File: config.mk
export PLATFORM = sky130hd
export DESIGN_NAME = alu_seq
export DESIGN_NICKNAME = d
export VERILOG_FILES = /design/src/rtl/alu_seq.sv
export SDC_FILE = /design/constraint.sdc
export NUM_CORES = 1
export LEC_CHECK = 0
export CORE_MARGIN = 2
export CORE_UTILIZATION = 55
export DETAILED_ROUTE_END_ITERATION = 8
export GPL_TIMING_DRIVEN = 0
export MAX_ROUTING_LAYER = met4
export PLACE_DENSITY = 0.75
export SETUP_SLACK_MARGIN = 0.15
export SLEW_MARGIN = 20
export SYNTH_ARGS = -nofsm -noshare
export SYNTH_HDL_FRONTEND = slang
export SYNTH_SLANG_ARGS = --single-unit
File: constraint.sdc
create_clock -name clk -period 3.4 [get_ports clk]
set_input_delay 0.68 -clock clk [delete_from_list [all_inputs] [get_ports clk]]
set_output_delay 0.68 -clock clk [all_outputs]
set_load 0.01 [all_outputs]
File: src/rtl/alu_seq.sv
// Sequential ALU: single-cycle logic/arithmetic/shift ops plus a multi-cycle
// shift-add multiplier. Results and flags are registered and held between ops.
module alu_seq #(
    parameter int WIDTH = 8
) (
    input  logic             clk,
    input  logic             rst_n,
    input  logic             start,
    input  logic [3:0]       alu_op,
    input  logic [WIDTH-1:0] inA,
    input  logic [WIDTH-1:0] inB,
    output logic             busy,
    output logic             done,
    output logic [WIDTH-1:0] alu_out,
    output logic             SKZ_cmp,
    output logic             carry,
    output logic             ovf
);

    localparam logic [3:0] OP_ADD = 4'b0010;
    localparam logic [3:0] OP_AND = 4'b0011;
    localparam logic [3:0] OP_XOR = 4'b0100;
    localparam logic [3:0] OP_LDB = 4'b0101;
    localparam logic [3:0] OP_SUB = 4'b1000;
    localparam logic [3:0] OP_OR  = 4'b1001;
    localparam logic [3:0] OP_MUL = 4'b1010;
    localparam logic [3:0] OP_SHL = 4'b1011;
    localparam logic [3:0] OP_SHR = 4'b1100;

    localparam logic [5:0] CNT_LAST = 6'(WIDTH - 1);

    typedef enum logic {S_IDLE, S_MUL} state_t;

    state_t                 state_q, state_d;
    logic [2*WIDTH-1:0]     mcand_q, mcand_d;
    logic [WIDTH-1:0]       mplier_q, mplier_d;
    logic [2*WIDTH-1:0]     prod_q, prod_d;
    logic [5:0]             cnt_q, cnt_d;
    logic [WIDTH-1:0]       out_q, out_d;
    logic                   skz_q, skz_d;
    logic                   c_q, c_d;
    logic                   v_q, v_d;
    logic                   done_q, done_d;

    logic [WIDTH:0]         sum_w, dif_w, shl_w;
    logic [WIDTH-1:0]       r_res;
    logic                   r_c, r_v, r_z;
    logic [2*WIDTH-1:0]     prod_add;

    // Single-cycle datapath, evaluated straight from the request inputs.
    // The extra top bit of dif_w is the unsigned borrow; shl_w's top bit is the
    // last bit shifted out, which naturally reads 0 for B=0 and for B>WIDTH.
    always_comb begin
        sum_w = {1'b0, inA} + {1'b0, inB};
        dif_w = {1'b0, inA} - {1'b0, inB};
        shl_w = {1'b0, inA} << inB;
        r_res = inA;
        r_c   = 1'b0;
        r_v   = 1'b0;
        case (alu_op)
            OP_ADD: begin
                r_res = sum_w[WIDTH-1:0];
                r_c   = sum_w[WIDTH];
                r_v   = (inA[WIDTH-1] == inB[WIDTH-1]) && (sum_w[WIDTH-1] != inA[WIDTH-1]);
            end
            OP_SUB: begin
                r_res = dif_w[WIDTH-1:0];
                r_c   = dif_w[WIDTH];
                r_v   = (inA[WIDTH-1] != inB[WIDTH-1]) && (dif_w[WIDTH-1] != inA[WIDTH-1]);
            end
            OP_AND:  r_res = inA & inB;
            OP_XOR:  r_res = inA ^ inB;
            OP_LDB:  r_res = inB;
            OP_OR:   r_res = inA | inB;
            OP_SHL: begin
                r_res = shl_w[WIDTH-1:0];
                r_c   = shl_w[WIDTH];
            end
            OP_SHR:  r_res = inA >> inB;
            default: r_res = inA;
        endcase
        // The pass-through ops test the accumulator itself for the skip decision.
        if (alu_op == 4'b0000 || alu_op == 4'b0001 || alu_op == 4'b0110 || alu_op == 4'b0111)
            r_z = ~|inA;
        else
            r_z = ~|r_res;
    end

    assign prod_add = mplier_q[0] ? (prod_q + mcand_q) : prod_q;

    always_comb begin
        state_d  = state_q;
        mcand_d  = mcand_q;
        mplier_d = mplier_q;
        prod_d   = prod_q;
        cnt_d    = cnt_q;
        out_d    = out_q;
        skz_d    = skz_q;
        c_d      = c_q;
        v_d      = v_q;
        done_d   = 1'b0;
        case (state_q)
            S_IDLE: begin
                if (start) begin
                    if (alu_op == OP_MUL) begin
                        state_d  = S_MUL;
                        mcand_d  = {{WIDTH{1'b0}}, inA};
                        mplier_d = inB;
                        prod_d   = '0;
                        cnt_d    = '0;
                    end else begin
                        out_d  = r_res;
                        skz_d  = r_z;
                        c_d    = r_c;
                        v_d    = r_v;
                        done_d = 1'b1;
                    end
                end
            end
            S_MUL: begin
                prod_d   = prod_add;
                mcand_d  = mcand_q << 1;
                mplier_d = mplier_q >> 1;
                cnt_d    = cnt_q + 6'd1;
                // Last multiplier bit: publish the product on this same edge.
                if (cnt_q == CNT_LAST) begin
                    state_d = S_IDLE;
                    out_d   = prod_add[WIDTH-1:0];
                    skz_d   = ~|prod_add[WIDTH-1:0];
                    c_d     = |prod_add[2*WIDTH-1:WIDTH];
                    v_d     = 1'b0;
                    done_d  = 1'b1;
                end
            end
            default: state_d = S_IDLE;
        endcase
    end

    always_ff @(posedge clk or negedge rst_n) begin
        if (!rst_n) begin
            state_q  <= S_IDLE;
            mcand_q  <= '0;
            mplier_q <= '0;
            prod_q   <= '0;
            cnt_q    <= '0;
            out_q    <= '0;
            skz_q    <= 1'b0;
            c_q      <= 1'b0;
            v_q      <= 1'b0;
            done_q   <= 1'b0;
        end else begin
            state_q  <= state_d;
            mcand_q  <= mcand_d;
            mplier_q <= mplier_d;
            prod_q   <= prod_d;
            cnt_q    <= cnt_d;
            out_q    <= out_d;
            skz_q    <= skz_d;
            c_q      <= c_d;
            v_q      <= v_d;
            done_q   <= done_d;
        end
    end

    assign busy    = (state_q == S_MUL);
    assign done    = done_q;
    assign alu_out = out_q;
    assign SKZ_cmp = skz_q;
    assign carry   = c_q;
    assign ovf     = v_q;

endmodule

; Word-level counts from Yosys, hierarchy flattened
; Index checks and enable logic that the tools add are counted.
[totals]
regBits = 59
word_cells = 97
[op_classes]
n_bitwise = 4
shifts = 2
addsub = 4
mux = 41
n_reduce_logical = 15
n_eq_ne = 21
[op_table]
columns = op, n
row1 = 16-bit two-way mux, 5
row2 = 16-bit case mux with 2 select lines, 2
row3 = 8-bit case mux with 8 select lines, 1
row4 = 8-bit two-way mux, 5
row5 = 8-bit case mux with 2 select lines, 2
row6 = 8-bit OR reduction, 4
row7 = 4-bit == test (second input constant), 5
row8 = 16-bit adder, 1
row9 = 4-bit by 3-bit == test with 1-bit output (second input constant), 4
row10 = 1-bit two-way mux, 16
row11 = 6-bit two-way mux, 2
row12 = 1-bit case mux with 2 select lines, 6
row13 = 6-bit case mux with 2 select lines, 1
row14 = 8-bit by 8-bit adder with 9-bit output, 1
row15 = 8-bit by 8-bit << shifter with 9-bit output, 1
row16 = 8-bit by 8-bit subtractor with 9-bit output, 1
row17 = 8-bit bitwise AND, 1
row18 = 4-bit by 2-bit == test with 1-bit output (second input constant), 2
row19 = 8-bit bitwise OR, 1
row20 = 8-bit by 8-bit >> shifter with 8-bit output, 1
row21 = 8-bit bitwise XOR, 1
row22 = 6-bit by 1-bit adder with 6-bit output (second input constant), 1
row23 = 6-bit by 3-bit == test with 1-bit output (second input constant), 1
row24 = 2-bit inequality test (second input constant), 3
row25 = other kinds (12), 19

; Depth between registers and ports, before layout
[depth]
word_depth = 8
ltp_mapped = 12
mapped_depth_nobuf = 12

; Least setup slack after synthesis
; OpenSTA, ideal clock, no wires.
[synth_timing]
kind = input to register
from = input inB[1]
to = register skz_q, in the netlist SKZ_cmp
stages = 12
setup_ns = 0.078
path_buffers = 2
arrival_ns = 3.109
required_ns = 3.322
slack_ns = 0.213
path_cell_list = clkbuf_1 inv_1 buf_2 fa_1 nand2b_1 a21oi_1 or3_1 a31oi_1 mux2i_1 a32oi_1 o41ai_1 o21bai_1
[synth_between]
elab_chain_len = 8
elab_cells_between_ends = 14
[synth_rtl]
columns = element, line_no
row1 = "start, declared", 11  ; input logic [WIDTH-1:0] inB,
row2 = "8-bit by 8-bit subtractor with 9-bit output, or another cell as far along", 55  ; dif_w = {1'b0, inA} - {1'b0, inB};
row3 = 8-bit case mux with 8 select lines (*), 60  ; case (alu_op)
row4 = 8-bit OR reduction (*), 86  ; r_z = ~|r_res;
row5 = 1-bit logical NOT (*), 86
row6 = 1-bit two-way mux (*), 83  ; if (alu_op == 4'b0000 || alu_op == 4'b0001 || alu_op == 4'b0110 || alu_op == 4'b0111)
row7 = 1-bit two-way mux (*), 105  ; if (alu_op == OP_MUL) begin
row8 = 1-bit two-way mux (*), 104  ; if (start) begin
row9 = 1-bit case mux with 2 select lines (*), 102  ; case (state_q)
row10 = "end signal, assigned", 158  ; skz_q <= skz_d;
row11 = "end, declared", 40  ; logic skz_q, skz_d;
; Every way passes the cells marked *; elsewhere a longest branch is shown, timed or not. The select of a mux whose other input is x is not followed.
; A chain may end at the register's enable or synchronous reset.

; Worst setup path after layout
[layout_timing]
from = input alu_op[0]
to = register skz_q, in the netlist SKZ_cmp
[layout_between]
elab_chain_len = 8
elab_cells_between_ends = 25
[layout_rtl]
columns = element, line_no
row1 = "start, declared", 9  ; input logic [3:0] alu_op,
row2 = "4-bit == test, or another cell as far along", 60
row3 = 8-bit case mux with 8 select lines or 1-bit logical OR (tied branches), "60, 83"
row4 = 8-bit OR reduction or 1-bit logical OR (tied branches), "86, 83"
row5 = 1-bit logical NOT or 1-bit logical OR (tied branches), "86, 83"
row6 = 1-bit two-way mux, 83
row7 = 1-bit two-way mux, 105
row8 = 1-bit two-way mux, 104
row9 = 1-bit case mux with 2 select lines, 102
; Several ways; a longest one is shown, not always the timed one. The select of a mux whose other input is x is not followed.

==> flow_summary.ini <==
[cts]
cts_buffers = 9
cts_tree = yes
clkTransAtPathRegs_ns = 0.07
h-tree-depth = 3
cts_num_sinks = 59
worstSkewPairLatency_ns = 0.35
cts_root_buffer = clkbuf_8
cts_hold_buf = 0
cts.path.max_buffers = 2

[critical_path]
startpoint_type = primary input
path_class = primary input to flip-flop
worstPathRequired_ns = 3.68
endpoint_kind = flip-flop
cp_data_arrival_time_ns = 3.54
r2r_start = mcand_q[0]$_DFFE_PN0P_
worst-path-max-fanout = 10
reg2reg_slack_ns = 0.26
worstRegToRegCells = 10
r2r-end = carry$_DFFE_PN0P_

[timing]
worst-slew-pin-transition_ns = 1.14
slew_viol_final = 0
slew_headroom_pct = 23.8
final-setup-viol-count = 0
fmax_ghz = 0.306
rsz0062_at_grt = true
min_period_ns = 3.26
period_share_pct = 96.0
holdWs_ns = 0.151
finalClockSkew_ns = 0.0104
fin_tns_setup_ns = 0
finalHoldViolCount = 0

[cells_and_area]
syn_to_final_growth_pct = 20.2
antennaDiodeCount = 0
final_cells = 848
fin_nets = 777
fillers = 810
drive_gt1_share_pct = 13.1
finalInstanceArea_mm2 = 0.00651

[global_route]
grt_max_degree = 53
antenna_found_initial = 0
overflow = 0
grt_pass1_wl_um = 27400
grt_pass1_vias = 5315
grt_usage_pct = 35.2

[die]
core_mm2 = 0.00968
rows = 36
die_h_um = 103
chipWidth_um = 103
dieArea_mm2 = 0.0107
initial_core_util_pct = 55.9
pin_count = 36

[place]
gp_congestion = 1.02
portBuffers = 35
dpl_cell_area_mm2 = 0.00595
dp_hpwl_um = 13600
placed_cells = 823

[synthesis]
syn_inst = 654
synth_edf_count = 0
netlist_area_mm2 = 0.00541
synth-seq-cells = 59
synthFlopType = dfrtp_1
yosysSeqAreaShare_pct = 27.3
synth_cell_types = 76
async_reset_ff_share_pct = 100
synth_warnings = 0
synth_nets = 721
syn_avg_cell_area_um2 = 8.28

[min_path]
hold_class = primary input to async pin

[pwr]
p_leak_uw = 0.00292
p_per_area_mw_per_mm2 = 705
vdd_drop_max_uv = 325
finalPower_uw = 4590

[route]
drt_iter0_drc = 316
drcViolationCount = 0
wl_um = 17900
drtPass1Iterations = 5
post_drt_via_cell_ratio = 6.51
wl_per_cell_um = 21.1
ant_nets = 0
vias = 5517

[status]
status = finished, final reports clean

[run]
maxCapViolations = 0
## final cells by class
type / count / area, um^2 / area share (%)
buffer: 43 / 246 / 3.79
clock buffer: 12 / 155 / 2.38
clock inverter: 4 / 72.6 / 1.12
inverter: 38 / 143 / 2.19
multi-input combinational: 514 / 3800 / 58.4
sequential: 59 / 1480 / 22.7
tap: 133 / 166 / 2.56
timing repair buffer: 45 / 447 / 6.86
## layer usage
metal	vias up	global-route usage (%)	wire, um
li1	2561	-	-
met1	2684	40.6	7090
met2	222	60.0	9020
met3	50	3.36	1020
met4	0	19.6	736
met5	-	-	0
## state kept, by name, summed over array words and instances, names as in the netlist
register and flops:
SKZ_cmp 1, alu_out 8, busy 1, carry 1, cnt_q 6, done 1
mcand_q 16, mplier_q 8, ovf 1, prod_q 16
## power breakdown
part / switching (uW) / internal (uW)
registers: 259 / 1010
logic: 1490 / 1080
clock network: 286 / 452
total: 2040 / 2550
## critical path, stage by stage
cell and delay (ns):
clkdlybuf4s50_1 0.60, buf_2 0.29, inv_1 0.14, and3_1 0.31, a221oi_1 0.35, o211ai_1 0.20
nor4_1 0.30, nand4_1 0.15, o41ai_1 0.36, o21bai_1 0.15
## placed cells by master, fill, tap and decap left out, types with 5 or more instances in the layout
cell	instances
buf_4	10
clkbuf_8	14
dlygate4sd2_1	5
nand2b_1	11
nor3_1	8
and3_1	8
nand3_1	19
clkbuf_1	22
or3_1	7
a21oi_1	31
o211ai_1	7
ha_1	39
o21ai_0	42
o31ai_1	6
a221o_1	7
a221oi_1	6
nand4_1	6
nor4_1	8
clkbuf_2	7
inv_1	32
dlymetal6s2s_1	5
nand3b_1	8
inv_2	6
o21bai_1	6
clkdlybuf4s50_1	21
dfrtp_1	59
o21ai_1	12
xnor2_1	7
mux2_2	7
buf_2	5
a211oi_1	8
nor2_1	36
clkbuf_4	6
a22o_1	23
mux2i_1	30
a22oi_1	8
a21o_1	6
nand2_1	68
## cell usage after synthesis, types with 8 or more instances
library cell | number | share of area, %
a21oi_1 | 33 | 3.1
nor2_1 | 36 | 2.5
o21ai_0 | 43 | 4.0
a22o_1 | 23 | 3.7
inv_1 | 33 | 2.3
dfrtp_1 | 59 | 27
nor4_1 | 8 | 0.92
nand2_1 | 68 | 4.7
and3_1 | 8 | 0.92
clkbuf_1 | 37 | 2.6
a221oi_1 | 9 | 1.5
nor3_1 | 11 | 1.0
mux2i_1 | 31 | 5.7
nand3_1 | 19 | 1.8
o21ai_1 | 11 | 1.0
a22oi_1 | 8 | 1.1
nand3b_1 | 8 | 1.1
nand2b_1 | 11 | 1.3
ha_1 | 41 | 9.5
a211oi_1 | 10 | 1.4
## worst max path at each step
| stage | from | depth (start not counted) | slack, ns | to |
|---|---|---|---|---|
| final | alu_op[0] | 10 | 0.14 | SKZ_cmp$_DFFE_PN0P_ |
| after global placement | inB[3] | 12 | -0.98 | SKZ_cmp$_DFFE_PN0P_ |
| after floorplan | inB[1] | 12 | 0.21 | SKZ_cmp$_DFFE_PN0P_ |
| after detailed placement | inB[1] | 13 | -1.00 | SKZ_cmp$_DFFE_PN0P_ |
| after global routing | alu_op[3] | 11 | 0.12 | SKZ_cmp$_DFFE_PN0P_ |
| after CTS | inA[4] | 13 | 0.12 | SKZ_cmp$_DFFE_PN0P_ |
## kinds of logic (layout without fill, tap and decap cells)
logic type                 after synthesis  count (layout)  share of synthesized area [%]
DFF                                     59              59                           27.3
buffers and inverters                   81             142                           5.73
AOI/OAI and AO/OA                      219             219                           28.6
muxes                                   40              40                           7.81
and+or+nand+nor                        200             200                           18.2
xor gates and xnor gates                11              11                           1.78
adders and majority gates               44              44                           10.6
## per-stage QoR
| stage | util, % | setup slack (ns) |
|---|---|---|
| global placement | 61.2 | -0.977 |
| floorplan | - | 0.213 |
| CTS | 65.7 | 0.125 |
| finish | 67.2 | 0.136 |
| global route | 67.2 | 0.119 |
| detailed placement | 61.5 | -1.00 |
## timing repair
item | 4_1_cts | 5_1_grt
resized for setup | 54 | 42
pin swaps | 3 | 9
setup buffers | 2 | 7
setup endpoints to repair | 8 | 3
No activity file was read; power rests on OpenSTA's default activity.
